## config.mk

```make
export PLATFORM = sky130hd
export DESIGN_NAME = bot_irq_controller
export DESIGN_NICKNAME = d
export VERILOG_FILES = /design/src/rtl/bot_io_defs.sv /design/src/rtl/irq_edge_capture.sv /design/src/rtl/bot_irq_controller.sv
export SDC_FILE = /design/constraint.sdc
export NUM_CORES = 1
export LEC_CHECK = 0
export BUFFER_PORTS_ARGS = -buffer_cell sky130_fd_sc_hd__buf_2
export CAP_MARGIN = 25
export CORE_MARGIN = 1
export CORE_UTILIZATION = 54
export DETAILED_ROUTE_END_ITERATION = 7
export HOLD_SLACK_MARGIN = 0.15
export PLACE_DENSITY = 0.82
export SYNTH_ARGS = -nofsm -noshare
export SYNTH_HDL_FRONTEND = slang
export SYNTH_SLANG_ARGS = --single-unit
```

## constraint.sdc

```tcl
create_clock -name sysclk -period 3.1 [get_ports sysclk]
set_input_delay 0.31 -clock sysclk [delete_from_list [all_inputs] [get_ports sysclk]]
set_output_delay 0.31 -clock sysclk [all_outputs]
set_load 0.005 [all_outputs]
```

## src/rtl/bot_io_defs.sv

```systemverilog
// Shared definitions for the PicoBlaze I/O interrupt controller: register
// offsets relative to the block's base port, FSM state encoding and the
// priority helper used to pick the next interrupt source.
package bot_io_defs;

    // Largest number of request lines the register map can carry (8-bit bus).
    localparam int NUM_SRC_MAX = 8;

    // Register offsets from BASE_PORT.
    localparam logic [7:0] OFF_CAUSE   = 8'd0;
    localparam logic [7:0] OFF_PEND    = 8'd1;
    localparam logic [7:0] OFF_MASK    = 8'd2;
    localparam logic [7:0] OFF_EOI     = 8'd3;
    localparam logic [7:0] OFF_OVRN    = 8'd4;
    localparam logic [7:0] NUM_OFFSETS = 8'd5;

    // Interrupt handshake states.
    typedef enum logic [1:0] {
        ST_IDLE    = 2'd0,
        ST_ASSERT  = 2'd1,
        ST_SERVICE = 2'd2
    } irq_state_e;

    // Index of the lowest set bit (index 0 has the highest priority).
    // Returns 0 for an all-zero vector; callers qualify with a request flag.
    function automatic logic [2:0] lowest_set(input logic [NUM_SRC_MAX-1:0] vec);
        logic [2:0] idx;
        idx = 3'd0;
        for (int i = NUM_SRC_MAX - 1; i >= 0; i--) begin
            if (vec[i]) begin
                idx = 3'(i);
            end
        end
        return idx;
    endfunction

endpackage

```

## src/rtl/irq_edge_capture.sv

```systemverilog
// Per-source event capture: rising-edge detect, mask-qualified pending bit
// and sticky overrun bit, each with a write-1-to-clear input. A new event in
// the same cycle as a clear wins, so no event is ever lost to a race.
module irq_edge_capture (
    input  logic clk,
    input  logic srst,
    input  logic src,
    input  logic mask_bit,
    input  logic pend_clr,
    input  logic ovrn_clr,
    output logic pending,
    output logic overrun
);

    logic src_q;
    logic src_d;
    logic pending_q;
    logic pending_d;
    logic overrun_q;
    logic overrun_d;
    logic rise;
    logic set_pend;

    // Edge detect and next-state of the pending/overrun bits.
    always_comb begin
        rise      = src & ~src_q;
        // Masked events are dropped entirely; they never reach overrun either.
        set_pend  = rise & mask_bit;
        src_d     = src;
        pending_d = set_pend | (pending_q & ~pend_clr);
        overrun_d = (set_pend & pending_q) | (overrun_q & ~ovrn_clr);
    end

    // State registers; src_q clears at reset so a line already high fires once.
    always_ff @(posedge clk) begin
        if (srst) begin
            src_q     <= 1'b0;
            pending_q <= 1'b0;
            overrun_q <= 1'b0;
        end else begin
            src_q     <= src_d;
            pending_q <= pending_d;
            overrun_q <= overrun_d;
        end
    end

    assign pending = pending_q;
    assign overrun = overrun_q;

endmodule

```

## src/rtl/bot_irq_controller.sv

```systemverilog
// Multi-source interrupt controller for the PicoBlaze I/O subsystem.
// Captures request edges per source, arbitrates in fixed priority (index 0
// first), runs the interrupt/interrupt_ack handshake and exposes
// CAUSE/PEND/MASK/EOI/OVRN on the PicoBlaze port bus.
module bot_irq_controller
    import bot_io_defs::*;
#(
    parameter int         NUM_SRC   = 4,
    parameter logic [7:0] BASE_PORT = 8'h18
) (
    input  logic               sysclk,
    input  logic               sysreset,
    input  logic [NUM_SRC-1:0] irq_src,
    input  logic [7:0]         port_id,
    input  logic [7:0]         io_data_in,
    input  logic               write_strobe,
    input  logic               read_strobe,
    output logic [7:0]         rd_data,
    output logic               rd_sel,
    output logic               interrupt,
    input  logic               interrupt_ack,
    output logic               irq_busy
);

    irq_state_e         state_q;
    logic               interrupt_q;
    logic [2:0]         id_q;
    logic [NUM_SRC-1:0] mask_q;
    logic [NUM_SRC-1:0] mask_d;
    logic [7:0]         rd_data_q;
    logic [7:0]         rd_data_d;
    logic               rd_sel_q;
    logic               rd_sel_d;

    logic [NUM_SRC-1:0] pending;
    logic [NUM_SRC-1:0] overrun;
    logic [NUM_SRC-1:0] pend_clr;
    logic [NUM_SRC-1:0] ovrn_clr;
    logic [7:0]         pend_ext;
    logic [7:0]         ovrn_ext;
    logic [7:0]         mask_ext;
    logic [7:0]         port_off;
    logic               owned;
    logic               wr_mask;
    logic               wr_eoi;
    logic               wr_ovrn;
    logic               eoi_ends;
    logic               req;
    logic [2:0]         next_id;
    logic               in_service;

    // One edge-capture slice per request line.
    generate
        for (genvar gi = 0; gi < NUM_SRC; gi++) begin : g_src
            irq_edge_capture u_cap (
                .clk      (sysclk),
                .srst     (sysreset),
                .src      (irq_src[gi]),
                .mask_bit (mask_q[gi]),
                .pend_clr (pend_clr[gi]),
                .ovrn_clr (ovrn_clr[gi]),
                .pending  (pending[gi]),
                .overrun  (overrun[gi])
            );
        end
    endgenerate

    // Address decode, write qualifiers and priority selection.
    always_comb begin
        // Offset wraps below BASE_PORT, so a single compare covers both bounds.
        port_off = port_id - BASE_PORT;
        owned    = (port_off < NUM_OFFSETS);
        wr_mask  = write_strobe & owned & (port_off == OFF_MASK);
        wr_eoi   = write_strobe & owned & (port_off == OFF_EOI);
        wr_ovrn  = write_strobe & owned & (port_off == OFF_OVRN);

        pend_clr = wr_eoi  ? io_data_in[NUM_SRC-1:0] : '0;
        ovrn_clr = wr_ovrn ? io_data_in[NUM_SRC-1:0] : '0;
        mask_d   = wr_mask ? io_data_in[NUM_SRC-1:0] : mask_q;

        pend_ext = '0;
        ovrn_ext = '0;
        mask_ext = '0;
        pend_ext[NUM_SRC-1:0] = pending;
        ovrn_ext[NUM_SRC-1:0] = overrun;
        mask_ext[NUM_SRC-1:0] = mask_q;

        in_service = (state_q == ST_SERVICE);
        // Only an EOI that names the source being serviced ends service.
        eoi_ends   = wr_eoi & in_service & io_data_in[id_q];
        req        = |(pending & mask_q);
        next_id    = lowest_set(pend_ext & mask_ext);
    end

    // Interrupt handshake FSM with registered interrupt output and cause id.
    always_ff @(posedge sysclk) begin
        if (sysreset) begin
            state_q     <= ST_IDLE;
            interrupt_q <= 1'b0;
            id_q        <= 3'd0;
        end else begin
            case (state_q)
                ST_IDLE: begin
                    if (req) begin
                        state_q     <= ST_ASSERT;
                        interrupt_q <= 1'b1;
                        id_q        <= next_id;
                    end
                end
                ST_ASSERT: begin
                    // The request is held until ack even if its pending bit
                    // was cleared meanwhile; the handshake is never withdrawn.
                    if (interrupt_ack) begin
                        state_q     <= ST_SERVICE;
                        interrupt_q <= 1'b0;
                    end
                end
                ST_SERVICE: begin
                    if (eoi_ends) begin
                        state_q <= ST_IDLE;
                    end
                end
                default: begin
                    state_q     <= ST_IDLE;
                    interrupt_q <= 1'b0;
                end
            endcase
        end
    end

    // Read mux; evaluated every cycle from port_id so data is ready whether
    // or not read_strobe is asserted (read_strobe carries no side effects).
    always_comb begin
        rd_sel_d  = owned;
        rd_data_d = 8'h00;
        case (port_off)
            OFF_CAUSE: rd_data_d = {in_service, 4'b0000, id_q};
            OFF_PEND:  rd_data_d = pend_ext;
            OFF_MASK:  rd_data_d = mask_ext;
            OFF_OVRN:  rd_data_d = ovrn_ext;
            default:   rd_data_d = 8'h00;
        endcase
    end

    // Mask register and registered read port.
    always_ff @(posedge sysclk) begin
        if (sysreset) begin
            mask_q    <= '1;
            rd_data_q <= 8'h00;
            rd_sel_q  <= 1'b0;
        end else begin
            mask_q    <= mask_d;
            rd_data_q <= rd_data_d;
            rd_sel_q  <= rd_sel_d;
        end
    end

    assign rd_data   = rd_data_q;
    assign rd_sel    = rd_sel_q;
    assign interrupt = interrupt_q;
    assign irq_busy  = (state_q != ST_IDLE);

endmodule

```

==> flow_results.org, run 1 <==
** Detailed routing
- Router iterations before antenna repair :: 4
- After detailed routing, the total wire length is approximately 2700 µm.
- The routed layout has ~1100 vias.
- Via/cell ratio :: between 5 and 6
- After detailed routing, the average wire length per cell comes to 13.6 µm.
- Once detail routing completed, the nets flagged for antenna violations numbered 0.
- In the routed design, unresolved DRC markers number 0.
- For this block, the initial DRC count from the detailed router was 32.

** STA
- Between clock sinks in the finished design, the worst skew comes to 0.00394 ns.
- Headroom to the max-slew limit :: 0.503
- Fin worst setup slack :: 1.48 ns
- Final number of max-transition violations :: 0
- Setup repair after global routing left no endpoint under its margin.
- Period utilisation layout :: 0.524
- Total negative setup slack :: 0 ns
- Setup violations remaining at the end of the flow were counted as 0.
- Final hold violation count :: 0
- Hold is met by slightly below 0.2 ns.
- Timing would allow up to ~620 MHz.
- Final period demand of the worst path :: 1.62 ns
- Worst-margin pin slew :: about 0.74 ns

** Clock network
- At the later pin of the worst-skew pair, clock insertion delay measures roughly 0.32 ns.
- Depth of the CTS H-tree :: 1
- The cell sitting at the root of the clock tree is a sky130_fd_sc_hd__clkbuf_4.
- Buffer levels on the longest clock path :: 2
- After clock tree synthesis, the clock-pin slew on the worst setup and hold paths is 0.14 ns.
- Post-cts resize count :: 0
- TritonCTS built the clock tree.
- The tree built by TritonCTS fans out to 27 sinks.
- Post CTS Setup Buffer Count :: 0
- Inserted Clock Buffers :: 3
- Count of hold-fix buffers inserted at cts :: 0

** Placement
- The congestion estimate from routability-driven global placement came to between 0.8 and 0.9.
- Total cell area at the placement stage :: 1400 µm²
- Half-perimeter wire length of the detailed placement result :: 1970 µm
- Number of port buffers :: 27
- OpenSTA, run right after detailed placement, puts the worst setup slack at approximately 1.1 ns.
- Counting tap cells, the placed design contains a total of approximately 190 instances.

** Floorplanning
- For this configuration, the core starts out at a cell density of 0.571.
- Measured along the y axis, the die boundary spans between 50 and 60 µm.
- The floorplan has 17 rows.
- Floorplan die area :: around 2500 µm²
- For this design the top-level I/O count stands at 36.
- The die is approximately 50 µm wide.
- Core Region :: 2210 µm²

** Critical path
- STA puts the critical path data arrival time at around 1.8 ns.
- Category of cells accounting for the largest share of critical-path delay :: simple AND/OR/NAND/NOR gates
- Along the worst path, the maximum fanout reaches 5.
- Setup CP Type :: primary input to flop
- Critical path, cell by cell :: buf_2 > ha_1 > nor3b_1 > a31oi_1 > nor3_1 > a311oi_1
- Among all stages on the critical path, the largest delay is contributed by sky130_fd_sc_hd__nor3_1.
- For this run, the slowest stage of the critical path takes 0.66 ns.
- Crit path launch type :: primary input
- Together, buffers and inverters on the worst path number 1.
- Crit path required time :: 3.28 ns
- STA classifies the critical path endpoint as a flop.

** Finish
- Share of final-layout standard cells stronger than drive strength 1 :: 0.212
- Final instance count without filler cells :: just under 200
- After routing the design area is between 1000 and 1500 µm².
- Relative to the synthesized area, the layout overhead comes to 12.9%.
- Filler Cells Inserted :: between 150 and 200
- The number of antenna diodes in the final layout is 0.
- Final Core Density :: 0.645
- The multi-input combinational cells in the finished layout cover a total of ~660 µm².
- Across the whole layout, storage elements account for approximately 540 µm².
- Final Net Count :: ~200

** Synth
- Counting flops and latches in the post-synthesis netlist gives 27.
- Averaged over all synthesized cells, the footprint is approximately 8.7 µm².
- Cell taking the most area after synthesis :: sky130_fd_sc_hd__dfxtp_1
- The share of the Yosys chip area taken by registers is 0.428.
- Mapped cell area :: ~1300 µm²
- During synthesis, Yosys emitted a total of 0 warnings.
- Yosys mapped the design onto 38 distinct sky130hd cell types.
- Of the post-synthesis cell area, the dominant cell type holds 0.428.
- Counting every instance in the synthesized netlist gives 145.
- Yosys attributes the largest share of cell area to sky130_fd_sc_hd__dfxtp_1, sky130_fd_sc_hd__nor2_1, sky130_fd_sc_hd__a311oi_1.

** Global route
- In the global route stage, overall resource usage came out at 0.224.
- Global-route wire length before repair :: 4220 µm
- The number of antenna violations at the first check in global routing is 0.
- Entering global routing, the biggest net connects 30 pins.
- Summed over all layers, the global routing overflow is 0.
- Vias in the first global route :: around 1000

** Pwr
- In this run the power density over the cells is between 400 and 500 nW/µm².
- Switching Share :: 0.279
- Power share of the sequential group :: 0.597
- Part of the total power dissipated in the clock network :: 0.232
- Leakage power total :: 0.570 nW
- The share of total power dissipated in combinational logic is 0.171.
- After layout, the design draws a total of between 0.6 and 0.7 mW.
- The internal power of the cells totals ~0.47 mW.
- In this run the power spent charging and discharging nets is 0.181 mW.
- VDD sags by at most approximately 0.00030 V.

** Run status
- The run finished with clean final reports.

** Flow run
- Max_cap viols :: 0

** Worst hold path
- Min-Delay Path Class :: primary input to flop
-- cell usage after synthesis --
master and n:
sky130_fd_sc_hd__nor2_1 19, sky130_fd_sc_hd__nor3_2 1, sky130_fd_sc_hd__nor2b_1 6, sky130_fd_sc_hd__nor4_2 1, sky130_fd_sc_hd__nor3_1 3, sky130_fd_sc_hd__o21ai_0 1
sky130_fd_sc_hd__nand2b_1 1, sky130_fd_sc_hd__a32oi_1 1, sky130_fd_sc_hd__inv_1 8, sky130_fd_sc_hd__xor2_1 1, sky130_fd_sc_hd__nor3b_1 1, sky130_fd_sc_hd__buf_2 1
sky130_fd_sc_hd__conb_1 1, sky130_fd_sc_hd__clkbuf_1 3, sky130_fd_sc_hd__nand3_1 6, sky130_fd_sc_hd__a22oi_1 4, sky130_fd_sc_hd__buf_1 1, sky130_fd_sc_hd__and3b_1 4
sky130_fd_sc_hd__nand3b_1 2, sky130_fd_sc_hd__a41oi_1 1, sky130_fd_sc_hd__a311oi_1 8, sky130_fd_sc_hd__a21oi_1 10, sky130_fd_sc_hd__o31ai_1 2, sky130_fd_sc_hd__dfxtp_1 27
sky130_fd_sc_hd__or3_1 1, sky130_fd_sc_hd__a21o_1 2, sky130_fd_sc_hd__o21a_1 2, sky130_fd_sc_hd__mux2i_1 4, sky130_fd_sc_hd__a31oi_1 1, sky130_fd_sc_hd__buf_4 3
sky130_fd_sc_hd__or2_2 2, sky130_fd_sc_hd__a211oi_1 1, sky130_fd_sc_hd__a2111oi_0 1, sky130_fd_sc_hd__a211o_1 1, sky130_fd_sc_hd__ha_1 1, sky130_fd_sc_hd__mux4_2 1
sky130_fd_sc_hd__a22o_1 2, sky130_fd_sc_hd__nand2_1 10
-- routing by layer --
layer  vias to the layer above  part of all wire  track usage
met5                         -                 0            0
met4                         0            0.0063       0.0926
met3                         2             0.044       0.0424
met2                        37              0.48        0.389
met1                       539              0.47        0.269
li1                        566                 -            -
-- cells in the final DEF (no fill, tap or decap), drive strengths merged, types with 3 or more instances in the layout --
master and n:
nor2b 6, nand3 6, a22oi 4, a21oi 10, nor3 4, nor2 19
a311oi 8, nand2 10, conb 3, dfxtp 27, mux2i 4, inv 8
clkbuf 3, buf 27, and3b 4
-- cell families after synthesis --
kind of cell / share of synthesized area
AND/OR/NAND/NOR: 0.235
XOR/XNOR: 0.00693
multiplexers: 0.0495
flip-flops: 0.428
adder cells (fa/ha/maj): 0.00990
buffers and inverters: 0.0574
other: 0.00297
AO/OA/AOI/OAI: 0.211
-- flip-flops by register name, summed over array words and instances (netlist names) --
register             cells
g_src.u_cap.overrun      4
g_src.u_cap.pending      4
g_src.u_cap.src_q        4
id_q                     2
interrupt                1
mask_q                   4
rd_data                  5
rd_sel                   1
state_q                  2
-- power by group through the flow --
| stage | Sequential, mW | Clock (mW) | Combinational, mW |
|---|---|---|---|
| 2_1_floorplan | 0.390 | 0 | 0.0786 |
| 3_3_place_gp | 0.393 | 0 | 0.106 |
| 3_5_place_dp | 0.394 | 0 | 0.110 |
| 4_1_cts | 0.387 | 0.156 | 0.110 |
| 5_1_grt | 0.390 | 0.166 | 0.126 |
| 6_report | 0.387 | 0.151 | 0.111 |
-- final cells by class --
type	instances	share of cell area
multi-input cells	104	0.461
flip-flops and latches	27	0.379
repair buffers	27	0.0947
well taps	28	0.0246
inverters	8	0.0211
clock buffers	3	0.0158
clock inverters	1	0.00351
-- worst paths after layout --
check                         start                endpoint  slack (ns)  cells past startpoint
max                      port_id[3]  g_src[3].u_cap.pending        1.48                      6
min                   interrupt_ack              state_q[0]        0.20                      2
max reg2reg  g_src[3].u_cap.pending               interrupt        1.81                      4
min reg2reg               interrupt               interrupt        0.49                      2
Note: power is estimated with default switching activity, not from simulation.
==> run 2: changes to the inputs <==
CORE_UTILIZATION = 45   (was 54)
PLACE_DENSITY = 0.73   (was 0.82)
clock period = 1.4 ns   (was 3.1 ns; I/O delays follow)
==> run 2 against run 1 <==
Critical endpoint is now mask_q[3]. Core utilization is 0.40 points lower. Register-to-register slack got worse by 1.7 ns. Clock skew grew 0.0038 ns. Critical path depth grew 1. Die area rose by 19%. Clock-buffer cell count unchanged. Worst setup slack worse by 1.4 ns. Cell count up 12%. Via count increased by 6.2%. Critical path type unchanged. Sequential share of layout area shrank 4.9 points. Global-route usage grew 0.47 points. Final area grew 15%.
==> flow_results.org, run 2 (same netlist as run 1, synthesis figures left out) <==
** Detailed routing
- Wirelength, routed :: 3070 µm (was 2690 µm)
- The number of antenna-violating nets in the routed design was 0 (unchanged).
- Via/cell ratio :: 5.47 (was 5.78)
- The number of vias in the routed layout was 1215 (was 1144).
- The starting DRC count in detailed routing is 48 (was 32).
- Router iterations before antenna repair :: 4 (unchanged)
- Remaining DRCs :: 0 (unchanged)
- Wire per inst :: 13.8 µm (was 13.6 µm)

** Global route
- Global-route track usage on met2 :: 0.369 (was 0.389)
- Vias in the first global route :: 1086 (was 1008)
- The total overflow reported by the global router came to 0 (unchanged).
- The overall global routing resource usage was 0.229 (was 0.224).
- Pin count of the biggest net entering global routing :: 29 (was 30)
- Global-route wire length before repair :: 4780 µm (was 4220 µm)
- The number of antenna violations at the first check in global routing is 0 (unchanged).
- Global routing met3 resource utilization :: 0.0464 (was 0.0424)
- Global-route met1 utilization :: 0.279 (was 0.269)
- GRT Max-Usage Layer :: met2 (unchanged)

** Clock network
- The insertion delay of the later-clocked pin in the worst-skew pair was 0.33 ns (was 0.32 ns).
- The number of buffers between clock root and the deepest sink came to 2 (unchanged).
- Clock slew seen by the registers of the worst setup and hold paths :: 0.15 ns (was 0.14 ns)
- The level count of the clock H-tree was 1 (unchanged).
- The number of setup buffers added after CTS came to 0 (unchanged).
- The CTS tree is done (unchanged).
- The clock sink count is 27 (unchanged).
- The number of buffers added by the clock tree synthesis step came to 3 (unchanged).
- The buffer cell driving the clock tree root is sky130_fd_sc_hd__clkbuf_4 (unchanged).

** Finish
- Max FFs per register :: 5 (unchanged)
- Final Net Count :: 219 (was 197)
- The share of the core filled with cells in the final layout was 0.641 (was 0.645).
- The final cell count without fillers was 222 (was 198).
- The layout overhead on the synthesized area is 30.2% (was 12.9%).
- Share of final-layout standard cells stronger than drive strength 1 :: 0.266 (was 0.212)
- Commonest non-fill, non-tap cell in the layout :: sky130_fd_sc_hd__buf_2
- Cell area after layout :: 1650 µm² (was 1430 µm²)
- Most used cells in the layout excluding fill and tap cells :: sky130_fd_sc_hd__buf_2, sky130_fd_sc_hd__dfxtp_1, sky130_fd_sc_hd__nor2_1 (was sky130_fd_sc_hd__dfxtp_1, sky130_fd_sc_hd__buf_2, sky130_fd_sc_hd__nor2_1)
- Inserted Diodes :: 0 (unchanged)

** Worst hold path
- The worst min-delay path category is primary input to flop (unchanged).
- The capture endpoint of the worst hold path is rd_data[1] (was state_q[0]).
- Worst Hold Path Cells :: 3 (was 2)
- The startpoint of the worst hold path was sysreset (was interrupt_ack).

** Pwr
- The maximum ir drop on the vdd rail came to 0.000760 V (was 0.000302 V).
- Leakage power total :: 0.671 nW (was 0.570 nW)
- The cell area power density is 918 nW/µm² (was 455 nW/µm²).

** STA
- Unrepaired setup endpoints after global routing: false (unchanged).
- The total setup violations reported at the end of the flow is 0 (unchanged).
- Peak clock frequency supported by timing :: roughly 750 MHz
- The worst setup slack after layout came to 0.0652 ns (was 1.48 ns).
- Final hold slack :: 0.196 ns (was 0.197 ns)
- For the finished layout, the period the worst path requires is around 1.3 ns.
- Clk_skew :: 0.00773 ns (was 0.00394 ns)
- The final-report hold violation count was 0 (unchanged).
- Period utilisation layout :: 0.953
- Final number of max-transition violations :: 0 (unchanged)

** Critical path
- The worst path arrival time is 1.60 ns (was 1.80 ns).
- Critical path, cell by cell: buf_2 > dlygate4sd3_1 > buf_6 > nand3b_1 > nor3_2 > buf_4 > mux2i_1 (was buf_2 > ha_1 > nor3b_1 > a31oi_1 > nor3_1 > a311oi_1).
- The capture point of the worst reg-to-reg path is interrupt (unchanged).
- Worst reg2reg path depth :: 4 (unchanged)
- The critical setup path kind is primary input to flop (unchanged).
- The sum of buffers and inverters on the critical path was 4 (was 1).
- Category of cells accounting for the largest share of critical-path delay :: buffers and inverters (was simple AND/OR/NAND/NOR gates)
- Startpoint of the worst register-to-register path :: g_src[3].u_cap.pending (unchanged)
- The cell with the largest stage delay on the worst path is sky130_fd_sc_hd__dlygate4sd3_1 (was sky130_fd_sc_hd__nor3_1).
- The data required time of the worst path was 1.67 ns (was 3.28 ns).
- The peak per-stage delay on the critical path came to 0.57 ns (was 0.66 ns).
- The nature of the critical path endpoint was a flop (unchanged).
- Largest driver fanout on the critical path :: 12 (was 5)
- The startpoint type of the worst setup path is a primary input (unchanged).
- Slack of the worst reg-to-reg path :: 0.10 ns (was 1.81 ns)

** Placement
- Number of port buffers :: 27 (unchanged)
- Pre-CTS worst setup slack :: -0.376 ns (was 1.09 ns)
- Half-perimeter wire length of the detailed placement result :: 2160 µm (was 1970 µm)
- The placer congestion estimate came to 0.804 (was 0.811).
- Number of placed instances, taps included :: 206 (was 194)
- Total cell area at the placement stage :: 1480 µm² (was 1400 µm²)

** Floorplanning
- Total I/O pin count :: 36 (unchanged)
- DIE WIDTH :: 55.0 µm (was 50.4 µm)
- Core Region :: 2570 µm² (was 2210 µm²)
- The row count was 18 (was 17).
- Initial cell density of the core :: 0.492 (was 0.571)
- The vertical die dimension came to 55.0 µm (was 50.4 µm).
- Floorplan die area :: 3020 µm² (was 2540 µm²)

** Flow run
- Max_cap viols :: 0 (unchanged)

** Run status
- Status: completed (unchanged).
==> run 2: changes by cell type in the layout (fill, tap and decap cells not counted), sizes merged <==
cell and delta:
dlygate4sd3 +12, buf +10
==> run 2: layout make-up <==
class	count	area [µm²]
Clock buffer	3	22.5
Clock inverter	1	5.00
Fill cell	241	922
Inverter	8	30.0
Multi-Input combinational cell	104	673
Sequential cell	27	543
Tap cell	30	37.5
Timing Repair Buffer	49	334
==> run 2: power breakdown <==
part / internal (mW) / total (mW) / switching [mW]
Combinational: 0.154 / 0.303 / 0.148
Sequential: 0.816 / 0.859 / 0.0429
Clock: 0.107 / 0.349 / 0.241
Total: 1.08 / 1.51 / 0.433
==> run 2: worst reg2reg max path, stage by stage (launching register included) <==
cell	delay (ns)
sky130_fd_sc_hd__dfxtp_2	0.38
sky130_fd_sc_hd__a22o_1	0.27
sky130_fd_sc_hd__or2_2	0.32
sky130_fd_sc_hd__a21oi_1	0.16
sky130_fd_sc_hd__o31ai_1	0.08
==> run 2: metal layers <==
layer / vias up / routed length (µm)
li1: 609 / -
met1: 556 / 1310
met2: 44 / 1540
met3: 6 / 165
met4: 0 / 60
met5: - / 0
==> run 2: worst max path at each step <==
| stage | startpoint | end | depth (start not counted) |
|---|---|---|---|
| finish | port_id[2] | mask_q[3] | 7 |
| global route | g_src[2].u_cap.pending | state_q[0] | 4 |
| CTS | port_id[3] | g_src[0].u_cap.pending | 6 |
| detailed placement | port_id[3] | g_src[1].u_cap.overrun | 7 |
| global placement | port_id[3] | g_src[0].u_cap.overrun | 7 |
| floorplan | port_id[3] | rd_data[7] | 6 |
==> run 2: per-stage QoR <==
step / power (mW) / TNS (ns)
2_1_floorplan: 1.04 / 0
3_3_place_gp: 1.13 / -2.52
3_5_place_dp: 1.14 / -3.66
4_1_cts: 1.50 / 0
5_1_grt: 1.58 / 0
6_report: 1.51 / 0
==> run 2: repair_timing <==
action	in CTS	in global routing
setup endpoints to repair	2	10
hold buffers	12	0
gates resized for setup	1	5
hold endpoints to repair	21	0
